`src/rtl/mult_div_unit.sv`:
```
// Sequential signed 32x32 multiply / 32/32 divide unit producing HI/LO.
// Magnitudes are processed MSB-first over 32 cycles; signs are fixed up in FINISH.
module mult_div_unit (
  input  logic        clock,
  input  logic        reset,
  input  logic        start,
  input  logic        op,
  input  logic [31:0] a,
  input  logic [31:0] b,
  output logic [31:0] hi,
  output logic [31:0] lo,
  output logic        busy,
  output logic        done,
  output logic        div_zero
);

  typedef enum logic [1:0] {StIdle, StRun, StFinish} state_e;

  state_e      state_q, state_d;
  logic        op_q, op_d;
  logic        sign_a_q, sign_a_d;
  logic        sign_b_q, sign_b_d;
  logic        dz_q, dz_d;
  logic [31:0] mag_a_q, mag_a_d;
  logic [31:0] mag_b_q, mag_b_d;
  logic [4:0]  cnt_q, cnt_d;
  logic [63:0] acc_q, acc_d;
  logic [31:0] hi_q, hi_d;
  logic [31:0] lo_q, lo_d;
  logic        busy_q, busy_d;
  logic        done_q, done_d;
  logic        div_zero_q, div_zero_d;

  logic [31:0] mag_a_in, mag_b_in;
  logic        b_is_zero;
  logic [4:0]  bit_idx;
  logic [63:0] mul_step, div_step;
  logic [32:0] rem_shift, rem_diff;
  logic        q_bit;
  logic [63:0] prod_fix;
  logic [31:0] quo_fix, rem_fix;

  // |x| as a 32-bit unsigned value, so |0x80000000| stays 0x80000000.
  assign mag_a_in  = a[31] ? (~a + 32'd1) : a;
  assign mag_b_in  = b[31] ? (~b + 32'd1) : b;
  assign b_is_zero = (b == 32'd0);

  // Iteration k consumes operand bit 31-k.
  assign bit_idx   = ~cnt_q;
  assign mul_step  = {acc_q[62:0], 1'b0} + (mag_b_q[bit_idx] ? {32'd0, mag_a_q} : 64'd0);

  // acc holds {remainder, quotient} during a divide.
  assign rem_shift = {acc_q[63:32], mag_a_q[bit_idx]};
  assign rem_diff  = rem_shift - {1'b0, mag_b_q};
  assign q_bit     = ~rem_diff[32];
  assign div_step  = q_bit ? {rem_diff[31:0], acc_q[30:0], 1'b1}
                           : {rem_shift[31:0], acc_q[30:0], 1'b0};

  assign prod_fix  = (sign_a_q ^ sign_b_q) ? (~acc_q + 64'd1) : acc_q;
  assign quo_fix   = (sign_a_q ^ sign_b_q) ? (~acc_q[31:0] + 32'd1) : acc_q[31:0];
  assign rem_fix   = sign_a_q ? (~acc_q[63:32] + 32'd1) : acc_q[63:32];

  always_ff @(posedge clock or posedge reset) begin
    if (reset) begin
      state_q <= StIdle;
    end else begin
      state_q <= state_d;
    end
  end

  always_comb begin
    state_d = state_q;
    unique case (state_q)
      StIdle:   if (start) state_d = (op && b_is_zero) ? StFinish : StRun;
      StRun:    if (cnt_q == 5'd31) state_d = StFinish;
      StFinish: state_d = StIdle;
      default:  state_d = StIdle;
    endcase
  end

  always_comb begin
    op_d       = op_q;
    sign_a_d   = sign_a_q;
    sign_b_d   = sign_b_q;
    dz_d       = dz_q;
    mag_a_d    = mag_a_q;
    mag_b_d    = mag_b_q;
    cnt_d      = cnt_q;
    acc_d      = acc_q;
    hi_d       = hi_q;
    lo_d       = lo_q;
    busy_d     = busy_q;
    done_d     = 1'b0;
    div_zero_d = div_zero_q;
    unique case (state_q)
      StIdle: begin
        if (start) begin
          op_d       = op;
          sign_a_d   = a[31];
          sign_b_d   = b[31];
          mag_a_d    = mag_a_in;
          mag_b_d    = mag_b_in;
          dz_d       = op && b_is_zero;
          cnt_d      = 5'd0;
          acc_d      = 64'd0;
          div_zero_d = 1'b0;
          busy_d     = 1'b1;
        end
      end
      StRun: begin
        acc_d = op_q ? div_step : mul_step;
        cnt_d = cnt_q + 5'd1;
      end
      StFinish: begin
        done_d = 1'b1;
        busy_d = 1'b0;
        if (dz_q) begin
          div_zero_d = 1'b1;
        end else if (op_q) begin
          hi_d = rem_fix;
          lo_d = quo_fix;
        end else begin
          hi_d = prod_fix[63:32];
          lo_d = prod_fix[31:0];
        end
      end
      default: ;
    endcase
  end

  always_ff @(posedge clock or posedge reset) begin
    if (reset) begin
      op_q       <= 1'b0;
      sign_a_q   <= 1'b0;
      sign_b_q   <= 1'b0;
      dz_q       <= 1'b0;
      mag_a_q    <= 32'd0;
      mag_b_q    <= 32'd0;
      cnt_q      <= 5'd0;
      acc_q      <= 64'd0;
      hi_q       <= 32'd0;
      lo_q       <= 32'd0;
      busy_q     <= 1'b0;
      done_q     <= 1'b0;
      div_zero_q <= 1'b0;
    end else begin
      op_q       <= op_d;
      sign_a_q   <= sign_a_d;
      sign_b_q   <= sign_b_d;
      dz_q       <= dz_d;
      mag_a_q    <= mag_a_d;
      mag_b_q    <= mag_b_d;
      cnt_q      <= cnt_d;
      acc_q      <= acc_d;
      hi_q       <= hi_d;
      lo_q       <= lo_d;
      busy_q     <= busy_d;
      done_q     <= done_d;
      div_zero_q <= div_zero_d;
    end
  end

  assign hi       = hi_q;
  assign lo       = lo_q;
  assign busy     = busy_q;
  assign done     = done_q;
  assign div_zero = div_zero_q;

endmodule

```
`config.mk`:
```
export PLATFORM = sky130hd
export DESIGN_NAME = mult_div_unit
export DESIGN_NICKNAME = d
export VERILOG_FILES = /design/src/rtl/mult_div_unit.sv
export SDC_FILE = /design/constraint.sdc
export NUM_CORES = 1
export LEC_CHECK = 0
export CAP_MARGIN = 20
export CORE_ASPECT_RATIO = 2
export CORE_MARGIN = 2
export CORE_UTILIZATION = 30
export DETAILED_ROUTE_END_ITERATION = 8
export PLACE_DENSITY = 0.46
export SKIP_LAST_GASP = 1
export SLEW_MARGIN = 20
export SYNTH_ARGS = -nofsm -noshare
export SYNTH_HDL_FRONTEND = slang
export SYNTH_SLANG_ARGS = --single-unit
```
`constraint.sdc`:
```
create_clock -name clock -period 14 [get_ports clock]
set_clock_uncertainty 0.05 [all_clocks]
set_input_delay 2.1 -clock clock [delete_from_list [all_inputs] [get_ports clock]]
set_output_delay 2.1 -clock clock [all_outputs]
set_load 0.05 [all_outputs]
```
=== Yosys cells after proc, flatten, opt, wreduce, memory -nomap -nowiden ===
Index checks and enable logic that the tools add are counted.

* ROM bits: 0
* Bits in registers: 206
* Bits in latches: 0
* Bits of input ports: 68
* Memories kept: 0
* Memory bits (writable): 0
* Output and inout bits: 67

* Reductions and logical operators: 11
* Div/mod/pow operators: 0
* Bitwise logic cells: 8
* Muxes and demuxes: 28
* Equal/unequal tests: 6
* $mul: 0
* $lt $le $gt $ge: 1
* Add/subtract/negate cells: 8
* Shifts and indexed selects: 0

{| class="wikitable"
|+ Operators with widths
! cell !! count
|-
| two-way mux 64 bit || 4
|-
| two-way mux 32 bit || 7
|-
| adder 32 x 1 -> 32 bit (second input constant) || 4
|-
| inverter 32 bit || 4
|-
| one-hot mux 64 bit (2 select lines) || 1
|-
| adder 64 x 1 -> 64 bit (second input constant) || 1
|-
| adder 64 x 32 -> 64 bit || 1
|-
| inverter 64 bit || 1
|-
| subtractor 33 x 32 -> 33 bit || 1
|-
| zero test 32 bit || 1
|-
| binary-select mux 1 bit (select 5 bit) || 2
|-
| one-hot mux 5 bit (2 select lines) || 1
|-
| AND reduction 2 bit || 5
|-
| less-than comparator 5 x 6 -> 1 bit (second input constant) || 1
|-
| two-way mux 1 bit || 6
|-
| two-way mux 2 bit || 3
|-
| != test 2 bit (second input constant) || 3
|-
| adder 5 x 1 -> 5 bit (second input constant) || 1
|-
| == test 5 bit (second input constant) || 1
|-
| two-way mux 5 bit || 1
|-
| inverter 5 bit || 1
|-
| one-hot mux 1 bit (2 select lines) || 2
|-
| one-hot mux 2 bit (2 select lines) || 1
|-
| nonzero test 2 bit || 2
|-
| other kinds (7) || 7
|}

=== Logic depth before layout (Yosys ltp) ===
Gate-level depths: netlist of the first run.

* Depth in word-level cells: 7
* Mapped depth: 18
* Depth with buffers taken out: 15

=== Worst setup path before layout of the first run ===
OpenSTA, ideal clock, no wires.

* Kind: register -> register
* From: register cnt_q[0]
* To: register acc_q[50]
* Arrival: 5.039 ns
* Period minus slack after synthesis: 5.215 ns
* Path buffers: 3
* Stages on the path, launching flop included: 17
* Setup slack: 8.785 ns
* Library setup time: 0.126 ns
* Cells stage by stage: dfrtp_1 > clkbuf_1 > mux4_2 > mux4_2 > mux2i_1 > clkbuf_1 > nor2b_1 > ha_1 > clkbuf_1 > nand4_1 > or3_1 > o22ai_1 > o31ai_2 > a2111oi_0 > nand3_1 > xnor2_1 > a221o_1

* Word-level cells in the longest chain between the ends: 7
* Elaborated cells between the ends (all ways): 11
* Classes of those cells: add/sub: 2; mux: 8; bitwise: 1

{| class="wikitable"
|+ Ends and longest elaborated chain
! what !! line !! RTL
|-
| from (decl) || 26 || <nowiki>logic [4:0] cnt_q, cnt_d;</nowiki>
|-
| from (signal assigned) || 153 || <nowiki>cnt_q <= cnt_d;</nowiki>
|-
| inverter 5 bit * || 49 || <nowiki>assign bit_idx = ~cnt_q;</nowiki>
|-
| binary-select mux 1 bit (select 5 bit), on equally long branches || 50, 53 ||
|-
| two-way mux 1 bit, on equally long branches || 50, 53 ||
|-
| two-way mux 32 bit or subtractor 33 x 32 -> 33 bit (tied branches) || 50, 54 ||
|-
| adder 64 x 32 -> 64 bit or two-way mux 64 bit (tied branches) || 50, 56 ||
|-
| two-way mux 64 bit * || 111 || <nowiki>acc_d = op_q ? div_step : mul_step;</nowiki>
|-
| one-hot mux 64 bit (2 select lines) * || 95 || <nowiki>unique case (state_q)</nowiki>
|-
| to (signal assigned) || 140 || <nowiki>acc_q <= 64'd0;</nowiki>
|-
| to (signal assigned) || 154 || <nowiki>acc_q <= acc_d;</nowiki>
|-
| to (decl) || 27 || <nowiki>logic [63:0] acc_q, acc_d;</nowiki>
|}

Every way passes the cells marked *; elsewhere a longest branch is shown, timed or not. The select of a mux whose other input is x is not followed.
A chain may end at the register's enable or synchronous reset.

=== Worst setup path in the final report of the first run ===
* From: register cnt_q[0]
* To: register acc_q[51]

Same word-level chain as after synthesis.

==> metrics.csv, run 1 <==
stage;metric;value;unit
global_routing;gr-usage-all-layers;0.213;
worst_setup_path;worst-endpoint-required;14.38;ns
logic_synthesis;netlist_area;0.0160;mm2
power_and_ir_drop;netSwitchingFraction;0.522;
sta;grt_setup_unrepaired;no;
worst_setup_path;endpoint;acc_q[51]$_DFFE_PP0P_;
global_routing;grt_max_degree;127;
floorplan;fp.dieW;167;um
routing;routedWlPerCell;22.6;um
logic_synthesis;synth_area_leader_cell;sky130_fd_sc_hd__dfrtp_1;
worst_setup_path;critical_r2r_launch;cnt_q[0]$_DFFE_PP0P_;
worst_setup_path;rr_endpoint;acc_q[51]$_DFFE_PP0P_;
logic_synthesis;synth_cell_types;80;
logic_synthesis;synth_sequential_area_ratio;0.321;
power_and_ir_drop;comb_power_share;0.633;
logic_synthesis;synth_seq_cells;206;
logic_synthesis;top_reg_cell_synth;sky130_fd_sc_hd__dfrtp_1;
power_and_ir_drop;leakage;7.66;nW
clocking;cts.repair.resized;0;
floorplan;floorplan.initialDensity;0.304;
global_routing;grt_pass1_wl;89300;um
power_and_ir_drop;total_net_switching_power;0.00276;W
sta;worstMarginPinSlew;1.06;ns
place;pre_cts_slack;7.80;ns
logic_synthesis;yosys_top_cell_area_share;0.321;
routing;ant_nets;0;
clocking;cts_hold_buf;0;
clocking;cts_max_level;1;
global_routing;grt-ovfl-total;0;
finish;layout.nets;2121;
logic_synthesis;ys.warnings.count;0;
finish;drive_gt1_frac;0.0611;
logic_synthesis;synth_enable_flop_cells;0;
min_path;hold_path.class;register to register;
sta;timing_hold_violations_final;0;
routing;routed_wl;60100;um
sta;final_count_of_negative_setup_slack_endpoints;0;
worst_setup_path;critical_path_type;register to register;
worst_setup_path;worst_setup_path_end_kind;register;
place;routabilityCongestion;0.916;
logic_synthesis;asyncSetResetFlopFracSynth;1.00;
routing;initialDrtViolationCount;858;
global_routing;first_global_vias;14900;
floorplan;die_height;331;um
clocking;tritoncts;done;
place;place_area;0.0179;mm2
worst_setup_path;ff2ff_setup_slack;8.11;ns
outcome;failed_checks;design-rule violations;
routing;routed-via-count;14600;
power_and_ir_drop;power-per-cell-area;283;mW/mm2
outcome;status;complete, but fails checks;
worst_setup_path;worstSetupStartpoint;cnt_q[0]$_DFFE_PP0P_;
sta;drv_slew;0;
clocking;cts_made_buffers;23;
floorplan;dieArea;0.0554;mm2
power_and_ir_drop;power.sequential.fraction;0.238;
logic_synthesis;syn-num-nets;2074;
sta;max_freq;0.170;GHz
sta;finalWorstPathRequiredPeriod;5.89;ns
clocking;worst_setup_hold_path_clk_slew;0.07;ns
worst_setup_path;setup.worst_path.start_class;register;
routing;vias_per_cell;5.49;
clocking;cts.sinks;206;
run;maxCapViolations;0;
worst_setup_path;worst-endpoint-arrival;6.27;ns
logic_synthesis;syn_inst;1934;
sta;timing.final.ws_setup;8.11;ns
routing;detail_route.drc_violations;4;
place;buffers_on_ports;134;
clocking;clock_tree.buffer_depth;3;
clocking;clock_root_buffer_master;sky130_fd_sc_hd__clkbuf_16;
clocking;clock_insertion_delay_worst_skew;0.55;ns
power_and_ir_drop;vdd_ir_drop_max;0.124;mV
power_and_ir_drop;intPower;0.00253;W
floorplan;design.core.area;0.0527;mm2
finish;n_antenna_cell;0;
clocking;cts_setup_buffers;0;
worst_setup_path;reg2regPathDepth;16;
finish;fin_area;0.0187;mm2
floorplan;io-pin-count;135;
logic_synthesis;avgSynthCellArea;8.29;um2
power_and_ir_drop;power.share.clock;0.129;
worst_setup_path;critical_path.max_fanout;32;
logic_synthesis;synth_top_cells_by_area;sky130_fd_sc_hd__dfrtp_1 (32%), sky130_fd_sc_hd__o21ai_0 (7.3%), sky130_fd_sc_hd__xor2_1 (6.4%);
sta;setup_total_neg_slack;0;ns
place;hpwl;47200;um
routing;first_pass_iters;9;
sta;final_critical_path_share_of_the_clock_period;0.421;
sta;max_slew_margin_vs_limit;0.295;
finish;area_delta_synth_final;16.6;%
floorplan;std_cell_rows;119;
global_routing;antenna_found_initial;0;
==> routing by layer <==
metal  up-vias  part of all wire  GRT usage
met5         -                 0          0
met4         0             0.081      0.154
met3       178             0.027     0.0175
met2       385              0.59      0.450
met1      7066              0.30      0.180
li1       6990                 -          -
==> stage by stage <==
step	power (W)	cells	utilization	hold slack, ns
finish	0.00529	2662	0.355	0.429
global route	0.00565	2662	0.355	0.463
CTS	0.00533	2661	0.354	0.438
detailed placement	0.00463	2620	0.339	0.423
global placement	0.00460	2620	0.339	0.419
floorplan	0.00350	1934	-	0.408
==> layout make-up <==
class	instances	area, um2
Timing Repair Buffer	154	1510
Clock inverter	11	168
Sequential cell	206	5160
Clock buffer	30	652
Tap cell	665	832
Multi-Input combinational cell	1531	10100
Inverter	65	251
Fill cell	5540	34000
==> how the worst min path moves through the flow <==
| stage | startpoint | endpoint | slack, ns | depth (start not counted) |
|---|---|---|---|---|
| finish | hi[19]$_DFFE_PP0P_ | hi[19]$_DFFE_PP0P_ | 0.43 | 2 |
| global route | lo[13]$_DFFE_PP0P_ | lo[13]$_DFFE_PP0P_ | 0.46 | 2 |
| CTS | hi[15]$_DFFE_PP0P_ | hi[15]$_DFFE_PP0P_ | 0.44 | 2 |
| detailed placement | hi[19]$_DFFE_PP0P_ | hi[19]$_DFFE_PP0P_ | 0.42 | 2 |
| global placement | hi[17]$_DFFE_PP0P_ | hi[17]$_DFFE_PP0P_ | 0.42 | 2 |
| floorplan | mag_a_q[31]$_DFFE_PP0P_ | mag_a_q[31]$_DFFE_PP0P_ | 0.41 | 2 |
==> Yosys cell counts, drive strengths merged (44+ instances only) <==
library cell  number
nand2            272
nor2              95
xnor2             83
inv               65
o21ai            255
ha                70
nor2b             44
xor2             118
clkbuf           111
dfrtp            206
a21oi            113
nand3             48
==> power groups by stage <==
| stage | clock network (W) | registers, W | logic [W] |
|---|---|---|---|
| finish | 0.000681 | 0.00126 | 0.00335 |
| global route | 0.000716 | 0.00128 | 0.00365 |
| CTS | 0.000697 | 0.00127 | 0.00337 |
| detailed placement | 0 | 0.00128 | 0.00335 |
| global placement | 0 | 0.00128 | 0.00332 |
| floorplan | 0 | 0.00102 | 0.00248 |
==> sequential cells by signal, summed over array words and instances (netlist names) <==
signal	cells
dz_q	1
acc_q	64
lo	32
mag_a_q	32
cnt_q	5
sign_a_q	1
op_q	1
mag_b_q	32
sign_b_q	1
div_zero	1
done	1
hi	32
state_q	2
busy	1
==> worst max-delay path, cell delays in order (launching register included) <==
cell	delay [ns]
sky130_fd_sc_hd__dfrtp_2	0.75
sky130_fd_sc_hd__mux4_2	0.59
sky130_fd_sc_hd__mux4_2	0.51
sky130_fd_sc_hd__mux2i_2	0.19
sky130_fd_sc_hd__buf_4	0.37
sky130_fd_sc_hd__nor2b_1	0.10
sky130_fd_sc_hd__ha_1	0.24
sky130_fd_sc_hd__fa_1	0.45
sky130_fd_sc_hd__a211oi_1	0.28
sky130_fd_sc_hd__o21a_1	0.17
sky130_fd_sc_hd__a211oi_1	0.08
sky130_fd_sc_hd__o2111a_1	0.34
sky130_fd_sc_hd__o211ai_1	0.49
sky130_fd_sc_hd__nand2_1	0.48
sky130_fd_sc_hd__nand4_1	0.25
sky130_fd_sc_hd__xnor2_1	0.08
sky130_fd_sc_hd__a221o_1	0.32
==> cell families after synthesis <==
| family | Yosys count | share of synthesized area |
|---|---|---|
| adders and majority gates | 72 | 0.0571 |
| xor gates and xnor gates | 201 | 0.111 |
| muxes | 56 | 0.0515 |
| AOI/OAI and AO/OA | 578 | 0.223 |
| and+or+nand+nor | 624 | 0.187 |
| DFF | 206 | 0.321 |
| buffers and inverters | 197 | 0.0487 |
==> cells in the final DEF (no fill, tap or decap), drive strengths merged, types with 20 or more instances in the layout <==
| cell type | Yosys | routed |
|---|---|---|
| nand2 | 272 | 272 |
| o21ai | 255 | 255 |
| dfrtp | 206 | 206 |
| clkdlybuf4s50 | 0 | 133 |
| xor2 | 118 | 118 |
| a21oi | 113 | 113 |
| nor2 | 95 | 95 |
| xnor2 | 83 | 83 |
| ha | 70 | 70 |
| inv | 65 | 67 |
| nand3 | 48 | 48 |
| nor2b | 44 | 44 |
| o31ai | 33 | 33 |
| mux2i | 33 | 33 |
| clkbuf | 111 | 30 |
| nor3 | 27 | 27 |
| nand4 | 23 | 23 |
| buf | 21 | 21 |
| mux4 | 20 | 20 |
Note: power is estimated with default switching activity, not from simulation.
==> run 2, diff against run 1 <==
--- a/config.mk
+++ b/config.mk
@@ -10,7 +10,7 @@
 export CORE_MARGIN = 2
 export CORE_UTILIZATION = 30
 export DETAILED_ROUTE_END_ITERATION = 8
-export PLACE_DENSITY = 0.46
+export PLACE_DENSITY = 0.47
 export SKIP_LAST_GASP = 1
 export SLEW_MARGIN = 20
 export SYNTH_ARGS = -nofsm -noshare
==> constraint.sdc (replaced) <==
create_clock -name clock -period 5.1 [get_ports clock]
set_clock_uncertainty 0.05 [all_clocks]
set_input_delay 0.765 -clock clock [delete_from_list [all_inputs] [get_ports clock]]
set_output_delay 0.765 -clock clock [all_outputs]
set_load 0.05 [all_outputs]
==> run 2 against run 1 <==
  * The flow still finishes with violations (design-rule violations)
  * Clock power rose to 2.7 times the previous value
  * Worst setup slack got worse by 8.0 ns
  * Die area did not move
  * Power rose to 2.9 times the previous value
  * Global-route usage up 0.13 points
  * Critical path depth rose by 2
  * Sequential cell count stayed put
  * Sequential share of layout area down 1.3 points
  * Final area grew 5.0%
  * Maximum frequency grew 18%
  * Critical path type unchanged
==> metrics.csv, run 2 (synthesis results as in run 1) <==
stage;metric;value;unit;change
worst_setup_path;rr_endpoint;acc_q[40]$_DFFE_PP0P_;;was acc_q[51]$_DFFE_PP0P_
finish;n_antenna_cell;0;;unchanged
power_and_ir_drop;comb_power_share;0.666;;was 0.633
floorplan;design.core.area;0.0527;mm2;unchanged
routing;ant_nets;0;;unchanged
routing;initialDrtViolationCount;774;;was 858
finish;layout.cells.most_common_list;sky130_fd_sc_hd__nand2_1 (271), sky130_fd_sc_hd__o21ai_0 (235), sky130_fd_sc_hd__dfrtp_1 (204), sky130_fd_sc_hd__clkdlybuf4s50_1 (133), sky130_fd_sc_hd__xor2_1 (116);;was sky130_fd_sc_hd__nand2_1 (271), sky130_fd_sc_hd__o21ai_0 (235), sky130_fd_sc_hd__dfrtp_1 (204), sky130_fd_sc_hd__clkdlybuf4s50_1 (133), sky130_fd_sc_hd__xor2_1 (117)
worst_setup_path;worst_setup_path_end_kind;register;;unchanged
worst_setup_path;cp.buffers_inverters;4;;was 1
floorplan;std_cell_rows;119;;unchanged
sta;setup_total_neg_slack;0;ns;unchanged
power_and_ir_drop;leakage;8.17;nW;was 7.66 nW
place;routabilityCongestion;0.908;;was 0.916
routing;routed_wl;60800;um;was 60100 um
clocking;cts_max_level;1;;unchanged
worst_setup_path;endpoint;acc_q[40]$_DFFE_PP0P_;;was acc_q[51]$_DFFE_PP0P_
global_routing;first_global_vias;15600;;was 14900
power_and_ir_drop;power.sequential.fraction;0.215;;was 0.238
worst_setup_path;slowest_delay;0.51;ns;was 0.75 ns
worst_setup_path;reg2regPathDepth;18;;was 16
finish;max_flop_register;acc_q;;unchanged
global_routing;grt_max_degree;127;;unchanged
clocking;clock_tree.buffer_depth;3;;unchanged
sta;timing_hold_violations_final;0;;unchanged
sta;max_freq;0.200;GHz;was 0.170 GHz
routing;first_pass_iters;7;;was 9
routing;vias_per_cell;5.44;;was 5.49
sta;final_critical_path_share_of_the_clock_period;0.981;;was 0.421
floorplan;fp.dieW;167;um;unchanged
routing;routed-via-count;15000;;was 14600
power_and_ir_drop;netSwitchingFraction;0.502;;was 0.522
place;hpwl;47900;um;was 47200 um
power_and_ir_drop;power-per-cell-area;786;mW/mm2;was 283 mW/mm2
sta;finalWorstPathRequiredPeriod;5.00;ns;was 5.89 ns
finish;layout.nets;2217;;was 2121
run;maxCapViolations;0;;unchanged
power_and_ir_drop;intPower;0.00768;W;was 0.00253 W
power_and_ir_drop;vdd_ir_drop_max;0.261;mV;was 0.124 mV
finish;area_delta_synth_final;22.4;%;was 16.6%
finish;final.fill_count;5538;;was 5540
global_routing;grt-ovfl-total;0;;unchanged
clocking;worst_setup_hold_path_clk_slew;0.07;ns;about the same
clocking;cts_hold_buf;0;;unchanged
worst_setup_path;ff2ff_setup_slack;0.1;ns;was 8.11 ns
finish;multi_input_comb_area;0.0102;mm2;was 0.0101 mm2
clocking;tritoncts;done;;unchanged
clocking;clock_insertion_delay_worst_skew;0.54;ns;was 0.55 ns
worst_setup_path;logic_depth_of_the_worst_setup_path_including_buffers;18;;was 16
finish;regArea;0.00516;mm2;unchanged
routing;routedWlPerCell;22.1;um;was 22.6 um
outcome;status;complete, but fails checks;;unchanged
sta;max_slew_margin_vs_limit;0.297;;was 0.295
finish;drive_gt1_frac;0.108;;was 0.0611
global_routing;gr-usage-all-layers;0.214;;was 0.213
clocking;cts_made_buffers;23;;unchanged
sta;drv_slew;0;;unchanged
power_and_ir_drop;total_net_switching_power;0.00776;W;was 0.00276 W
worst_setup_path;critical_path_s_most_frequent_cell;sky130_fd_sc_hd__buf_12;;
sta;final_count_of_negative_setup_slack_endpoints;0;;unchanged
worst_setup_path;critPathTopFamily;multiplexers;;was compound AO/OA/AOI/OAI gates
worst_setup_path;worst-endpoint-arrival;5.37;ns;was 6.27 ns
global_routing;antenna_found_initial;0;;unchanged
worst_setup_path;crit_slowest_cell;sky130_fd_sc_hd__mux4_2;;was sky130_fd_sc_hd__dfrtp_2
floorplan;die_height;331;um;unchanged
floorplan;dieArea;0.0554;mm2;unchanged
sta;worstMarginPinSlew;1.05;ns;was 1.06 ns
power_and_ir_drop;total_power;0.0154;W;was 0.00529 W
worst_setup_path;worstPathCellList;buf_12, buf_12, mux4_2, mux4_2, mux2i_2, ha_2, inv_1, fa_2, a211oi_2, o211ai_1, and4bb_4, o31a_4, o21ai_4, a41oi_4, xor2_4, buf_12, mux2_4, a221o_1;;was mux4_2, mux4_2, mux2i_2, buf_4, nor2b_1, ha_1, fa_1, a211oi_1, o21a_1, a211oi_1, o2111a_1, o211ai_1, nand2_1, nand4_1, xnor2_1, a221o_1
min_path;hold_path.class;register to register;;unchanged
place;buffers_on_ports;134;;unchanged
floorplan;io-pin-count;135;;unchanged
global_routing;grt_pass1_wl;90400;um;was 89300 um
worst_setup_path;critical_r2r_launch;cnt_q[0]$_DFFE_PP0P_;;unchanged
clocking;cts.sinks;206;;unchanged
worst_setup_path;critical_path_type;register to register;;unchanged
worst_setup_path;worst-endpoint-required;5.47;ns;was 14.38 ns
clocking;clock_root_buffer_master;sky130_fd_sc_hd__clkbuf_16;;unchanged
finish;leading_cell_type_in_the_layout_fill_and_taps_excluded;sky130_fd_sc_hd__nand2_1;;unchanged
worst_setup_path;critical_path.max_fanout;9;;was 32
outcome;failed_checks;design-rule violations;;unchanged
sta;grt_setup_unrepaired;yes;;was no
worst_setup_path;worstSetupStartpoint;cnt_q[0]$_DFFE_PP0P_;;unchanged
routing;detail_route.drc_violations;4;;unchanged
finish;largest_reg_flops;64;;unchanged
floorplan;floorplan.initialDensity;0.304;;unchanged
worst_setup_path;setup.worst_path.start_class;register;;unchanged
power_and_ir_drop;power.share.clock;0.119;;was 0.129
-- run 2: cell count changes in the layout (fill, tap and decap cells not counted), sizes merged --
cell and change:
clkbuf +1, clkinv -1, clkinvlp +4, buf +93, a211oi +1, inv -2
-- run 2: what timing repair did --
| action | 4_1_cts | 5_1_grt |
|---|---|---|
| endpoints found under the hold margin | 0 | 0 |
| buffers inserted | 1 | 8 |
| pin swaps | 0 | 6 |
| endpoints found under the setup margin | 4 | 32 |
| gates cloned | 0 | 3 |
| resized for setup | 1 | 16 |
-- run 2: power by group through the flow --
stage | clock network, W | logic [W] | registers [W]
detailed placement | 0 | 0.00998 | 0.00335
global route | 0.00195 | 0.0112 | 0.00336
CTS | 0.00190 | 0.0101 | 0.00332
global placement | 0 | 0.00990 | 0.00335
finish | 0.00184 | 0.0103 | 0.00332
floorplan | 0 | 0.00682 | 0.00279
-- run 2: per-stage QoR --
stage / setup WS, ns / instances / hold WS, ns / utilization / cell area, um2
5_1_grt: -0.0592 / 2758 / 0.465 / 0.373 / 19600
6_report: 0.0984 / 2758 / 0.433 / 0.373 / 19600
3_5_place_dp: -0.0365 / 2705 / 0.423 / 0.353 / 18600
4_1_cts: 0.00163 / 2747 / 0.439 / 0.369 / 19400
3_3_place_gp: 0.0124 / 2704 / 0.418 / 0.352 / 18600
2_1_floorplan: 0.0708 / 1934 / 0.408 / - / 16000
-- run 2: per-layer routing --
metal,up-vias,share of wire,global-route usage
met5,-,0,0
met4,0,0.090,0.170
met3,186,0.029,0.0178
met2,402,0.58,0.446
met1,7226,0.30,0.181
li1,7199,-,-
-- run 2: cell type report --
cell class                 instances  share of cell area
sequential                       206               0.263
multi-input combinational       1532               0.520
timing repair buffer             249               0.121
clock inverter                    12             0.00899
clock buffer                      29              0.0320
inverter                          65              0.0126
tap                              665              0.0424
-- run 2: worst min-delay path by stage --
| stage | startpoint | end | slack [ns] | depth (start not counted) |
|---|---|---|---|---|
| global placement | hi[19]$_DFFE_PP0P_ | hi[19]$_DFFE_PP0P_ | 0.42 | 2 |
| finish | hi[19]$_DFFE_PP0P_ | hi[19]$_DFFE_PP0P_ | 0.43 | 2 |
| detailed placement | hi[19]$_DFFE_PP0P_ | hi[19]$_DFFE_PP0P_ | 0.42 | 2 |
| floorplan | mag_a_q[31]$_DFFE_PP0P_ | mag_a_q[31]$_DFFE_PP0P_ | 0.41 | 2 |
| global route | lo[15]$_DFFE_PP0P_ | lo[15]$_DFFE_PP0P_ | 0.46 | 2 |
| CTS | hi[19]$_DFFE_PP0P_ | hi[19]$_DFFE_PP0P_ | 0.44 | 2 |
-- run 2: worst min-delay path: stages, from the launching register on --
cell and delay (ns):
sky130_fd_sc_hd__dfrtp_1 0.35, sky130_fd_sc_hd__nand2_1 0.04, sky130_fd_sc_hd__o21ai_0 0.06
==> run 3, diff against run 2 <==
--- a/config.mk
+++ b/config.mk
@@ -10,6 +10,7 @@
 export CORE_MARGIN = 2
 export CORE_UTILIZATION = 30
 export DETAILED_ROUTE_END_ITERATION = 8
+export MAX_ROUTING_LAYER = met4
 export PLACE_DENSITY = 0.47
 export SKIP_LAST_GASP = 1
 export SLEW_MARGIN = 20
==> run 3 against run 2 <==
  * Sequential power is essentially flat
  * Final cell count about the same
  * Sequential cell count unchanged
  * Critical path type unchanged
  * The flow still finishes with violations (design-rule violations)
  * Non-clock buffer count up 3
  * Global-route usage increased by 0.73 points
  * Routed wire length decreased by 0.34%
  * Hold slack got worse by 0.0020 ns
  * Maximum frequency up 1.3%
  * First-iteration DRC count down 2.6%
  * Count of clock-buffer cells in the layout fell by 1
  * Die area unchanged
==> metrics.csv, run 3 (synthesis results as in run 1) <==
stage;metric;value;unit;change
sta;max_slew_margin_vs_limit;0.276;;was 0.297
worst_setup_path;critical_path_type;register to register;;unchanged
finish;area_delta_synth_final;22.1;%;was 22.4%
sta;timing_hold_violations_final;0;;unchanged
worst_setup_path;critical_path_s_most_frequent_cell;sky130_fd_sc_hd__mux4_2;;was sky130_fd_sc_hd__buf_12
worst_setup_path;setup.worst_path.start_class;register;;unchanged
finish;final.fill_count;5557;;was 5538
finish;leading_cell_type_in_the_layout_fill_and_taps_excluded;sky130_fd_sc_hd__nand2_1;;unchanged
floorplan;design.core.area;0.0527;mm2;unchanged
routing;detail_route.drc_violations;4;;unchanged
routing;ant_nets;0;;unchanged
global_routing;gr-usage-all-layers;0.221;;was 0.214
floorplan;die_height;331;um;unchanged
run;maxCapViolations;0;;unchanged
routing;first_pass_iters;9;;was 7
power_and_ir_drop;comb_power_share;0.666;;about the same
sta;timing.final.ws_setup;0.162;ns;was 0.0984 ns
power_and_ir_drop;vdd_ir_drop_max;0.344;mV;was 0.261 mV
global_routing;antenna_found_initial;0;;unchanged
global_routing;grt_max_degree;127;;unchanged
place;buffers_on_ports;134;;unchanged
finish;multi_input_comb_area;0.0102;mm2;about the same
routing;top_routing_layer_used;met4;;unchanged
global_routing;first_global_vias;15700;;was 15600
worst_setup_path;worst_setup_path_end_kind;register;;unchanged
routing;vias_per_cell;5.45;;was 5.44
worst_setup_path;worst-endpoint-required;5.47;ns;about the same
worst_setup_path;worst-endpoint-arrival;5.31;ns;was 5.37 ns
worst_setup_path;critical_path.max_fanout;6;;was 9
min_path;hold_path.class;register to register;;unchanged
power_and_ir_drop;power-per-cell-area;781;mW/mm2;was 786 mW/mm2
worst_setup_path;slowest_delay;0.51;ns;about the same
clocking;clock_insertion_delay_worst_skew;0.54;ns;about the same
floorplan;fp.dieW;167;um;unchanged
floorplan;floorplan.initialDensity;0.304;;unchanged
floorplan;io-pin-count;135;;unchanged
finish;largest_reg_flops;64;;unchanged
clocking;clock_root_buffer_master;sky130_fd_sc_hd__clkbuf_16;;unchanged
outcome;failed_checks;design-rule violations;;unchanged
min_path;holdPathStages;2;;unchanged
routing;detailroute.wirelength.met3;1410;um;was 1760 um
finish;max_flop_register;acc_q;;unchanged
power_and_ir_drop;power.share.clock;0.116;;was 0.119
routing;wl_met2;35300;um;about the same
place;dp_cells;2709;;was 2705
finish;stdcell_count;2759;;was 2758
clocking;cts_made_buffers;22;;was 23
power_and_ir_drop;power.sequential.fraction;0.217;;was 0.215
sta;grt_setup_unrepaired;yes;;unchanged
power_and_ir_drop;intPower;0.00754;W;was 0.00768 W
worst_setup_path;crit_slowest_cell;sky130_fd_sc_hd__mux4_2;;unchanged
finish;layout.nets;2218;;was 2217
clocking;cts_max_level;1;;unchanged
sta;final_critical_path_share_of_the_clock_period;0.968;;was 0.981
global_routing;grt-ovfl-total;0;;unchanged
clocking;clock_tree.buffer_depth;3;;unchanged
clocking;tritoncts;done;;unchanged
clocking;cts_hold_buf;0;;unchanged
worst_setup_path;reg2regPathDepth;18;;unchanged
sta;max_freq;0.203;GHz;was 0.200 GHz
place;routabilityCongestion;0.944;;was 0.908
finish;postLayoutCoreUtil;0.371;;was 0.373
routing;routed-via-count;15000;;about the same
clocking;worst_setup_hold_path_clk_slew;0.07;ns;about the same
finish;drive_gt1_frac;0.109;;was 0.108
routing;wl_met1;18400;um;was 18300 um
floorplan;std_cell_rows;119;;unchanged
routing;routed_wl;60600;um;was 60800 um
sta;final_count_of_negative_setup_slack_endpoints;0;;unchanged
sta;drv_slew;0;;unchanged
sta;fin_worst_hold_slack;0.431;ns;was 0.433 ns
worst_setup_path;worstPathCellList;buf_12, buf_6, mux4_2, mux4_2, mux2i_2, ha_2, inv_1, fa_2, a211oi_4, o211ai_1, and4bb_4, o31a_4, o21ai_4, a41oi_4, xor2_4, buf_4, mux2_4, a221o_1;;was buf_12, buf_12, mux4_2, mux4_2, mux2i_2, ha_2, inv_1, fa_2, a211oi_2, o211ai_1, and4bb_4, o31a_4, o21ai_4, a41oi_4, xor2_4, buf_12, mux2_4, a221o_1
clocking;cts.sinks;206;;unchanged
sta;finalWorstPathRequiredPeriod;4.94;ns;was 5.00 ns
routing;routedWlPerCell;22.0;um;was 22.1 um
power_and_ir_drop;total_net_switching_power;0.00774;W;was 0.00776 W
power_and_ir_drop;leakage;8.15;nW;was 8.17 nW
power_and_ir_drop;netSwitchingFraction;0.506;;was 0.502
routing;initialDrtViolationCount;754;;was 774
finish;regArea;0.00516;mm2;unchanged
place;hpwl;47900;um;about the same
sta;worstMarginPinSlew;1.08;ns;was 1.05 ns
finish;n_antenna_cell;0;;unchanged
sta;setup_total_neg_slack;0;ns;unchanged
place;pre_cts_slack;-0.0792;ns;was -0.0365 ns
outcome;status;complete, but fails checks;;unchanged
finish;layout.cells.most_common_list;sky130_fd_sc_hd__nand2_1 (271), sky130_fd_sc_hd__o21ai_0 (234), sky130_fd_sc_hd__dfrtp_1 (204), sky130_fd_sc_hd__clkdlybuf4s50_1 (133), sky130_fd_sc_hd__xor2_1 (116);;was sky130_fd_sc_hd__nand2_1 (271), sky130_fd_sc_hd__o21ai_0 (235), sky130_fd_sc_hd__dfrtp_1 (204), sky130_fd_sc_hd__clkdlybuf4s50_1 (133), sky130_fd_sc_hd__xor2_1 (116)
global_routing;grt_pass1_wl;91000;um;was 90400 um
floorplan;dieArea;0.0554;mm2;unchanged
-- run 3: changes by cell type in the layout (fill, tap and decap cells not counted), sizes merged --
cell | previous run | this run
buf | 114 | 118
inv | 65 | 66
clkbuf | 31 | 29
a211oi | 18 | 17
bufinv | 4 | 3
-- run 3: per-layer routing --
layer	up-vias	track usage
li1	7202	-
met1	7265	0.181
met2	367	0.450
met3	193	0.0138
met4	0	0.174
met5	-	-
-- run 3: layout make-up --
| class | instances | share of cell area |
|---|---|---|
| Timing Repair Buffer | 252 | 0.120 |
| Clock inverter | 12 | 0.00812 |
| Clock buffer | 28 | 0.0319 |
| Tap cell | 665 | 0.0425 |
| Sequential cell | 206 | 0.263 |
| Multi-Input combinational cell | 1531 | 0.521 |
| Inverter | 65 | 0.0127 |
-- run 3: final timing paths --
check,from,end,slack [ns]
worst min-delay path,hi[15]$_DFFE_PP0P_,hi[15]$_DFFE_PP0P_,0.43
worst max register to register,cnt_q[0]$_DFFE_PP0P_,acc_q[44]$_DFFE_PP0P_,0.16
worst max-delay path,cnt_q[0]$_DFFE_PP0P_,acc_q[44]$_DFFE_PP0P_,0.16
worst min register to register,hi[15]$_DFFE_PP0P_,hi[15]$_DFFE_PP0P_,0.43
min in group asynchronous,reset,hi[24]$_DFFE_PP0P_,0.52
max in group asynchronous,reset,cnt_q[0]$_DFFE_PP0P_,3.43
-- run 3: critical path, delay by kind of cell, from the launching register on --
kind                       cells  cell delay, ns
muxes                          4            1.49
AOI/OAI and AO/OA              6            1.34
xor gates and xnor gates       1            0.20
and+or+nand+nor                1            0.23
DFF                            1            0.41
adders and majority gates      2            0.61
buffers and inverters          4            0.49
-- run 3: metrics by stage --
step / total power [W] / cell area [um2]
floorplan: 0.00961 / 16000
global placement: 0.0133 / 18600
detailed placement: 0.0134 / 18600
CTS: 0.0153 / 19400
global route: 0.0164 / 19600
finish: 0.0153 / 19600
-- run 3: what timing repair did --
| action | 4_1_cts | 5_1_grt |
|---|---|---|
| gates resized for setup | 3 | 14 |
| setup buffers | 3 | 5 |
| cloned | 0 | 1 |
| endpoints found under the setup margin | 15 | 34 |
| pin swaps | 1 | 9 |
-- run 3: power by group through the flow --
stage / registers, W / logic [W] / clock network [W]
2_1_floorplan: 0.00279 / 0.00682 / 0
3_3_place_gp: 0.00334 / 0.00995 / 0
3_5_place_dp: 0.00336 / 0.0100 / 0
4_1_cts: 0.00333 / 0.0101 / 0.00182
5_1_grt: 0.00337 / 0.0111 / 0.00188
6_report: 0.00332 / 0.0102 / 0.00178
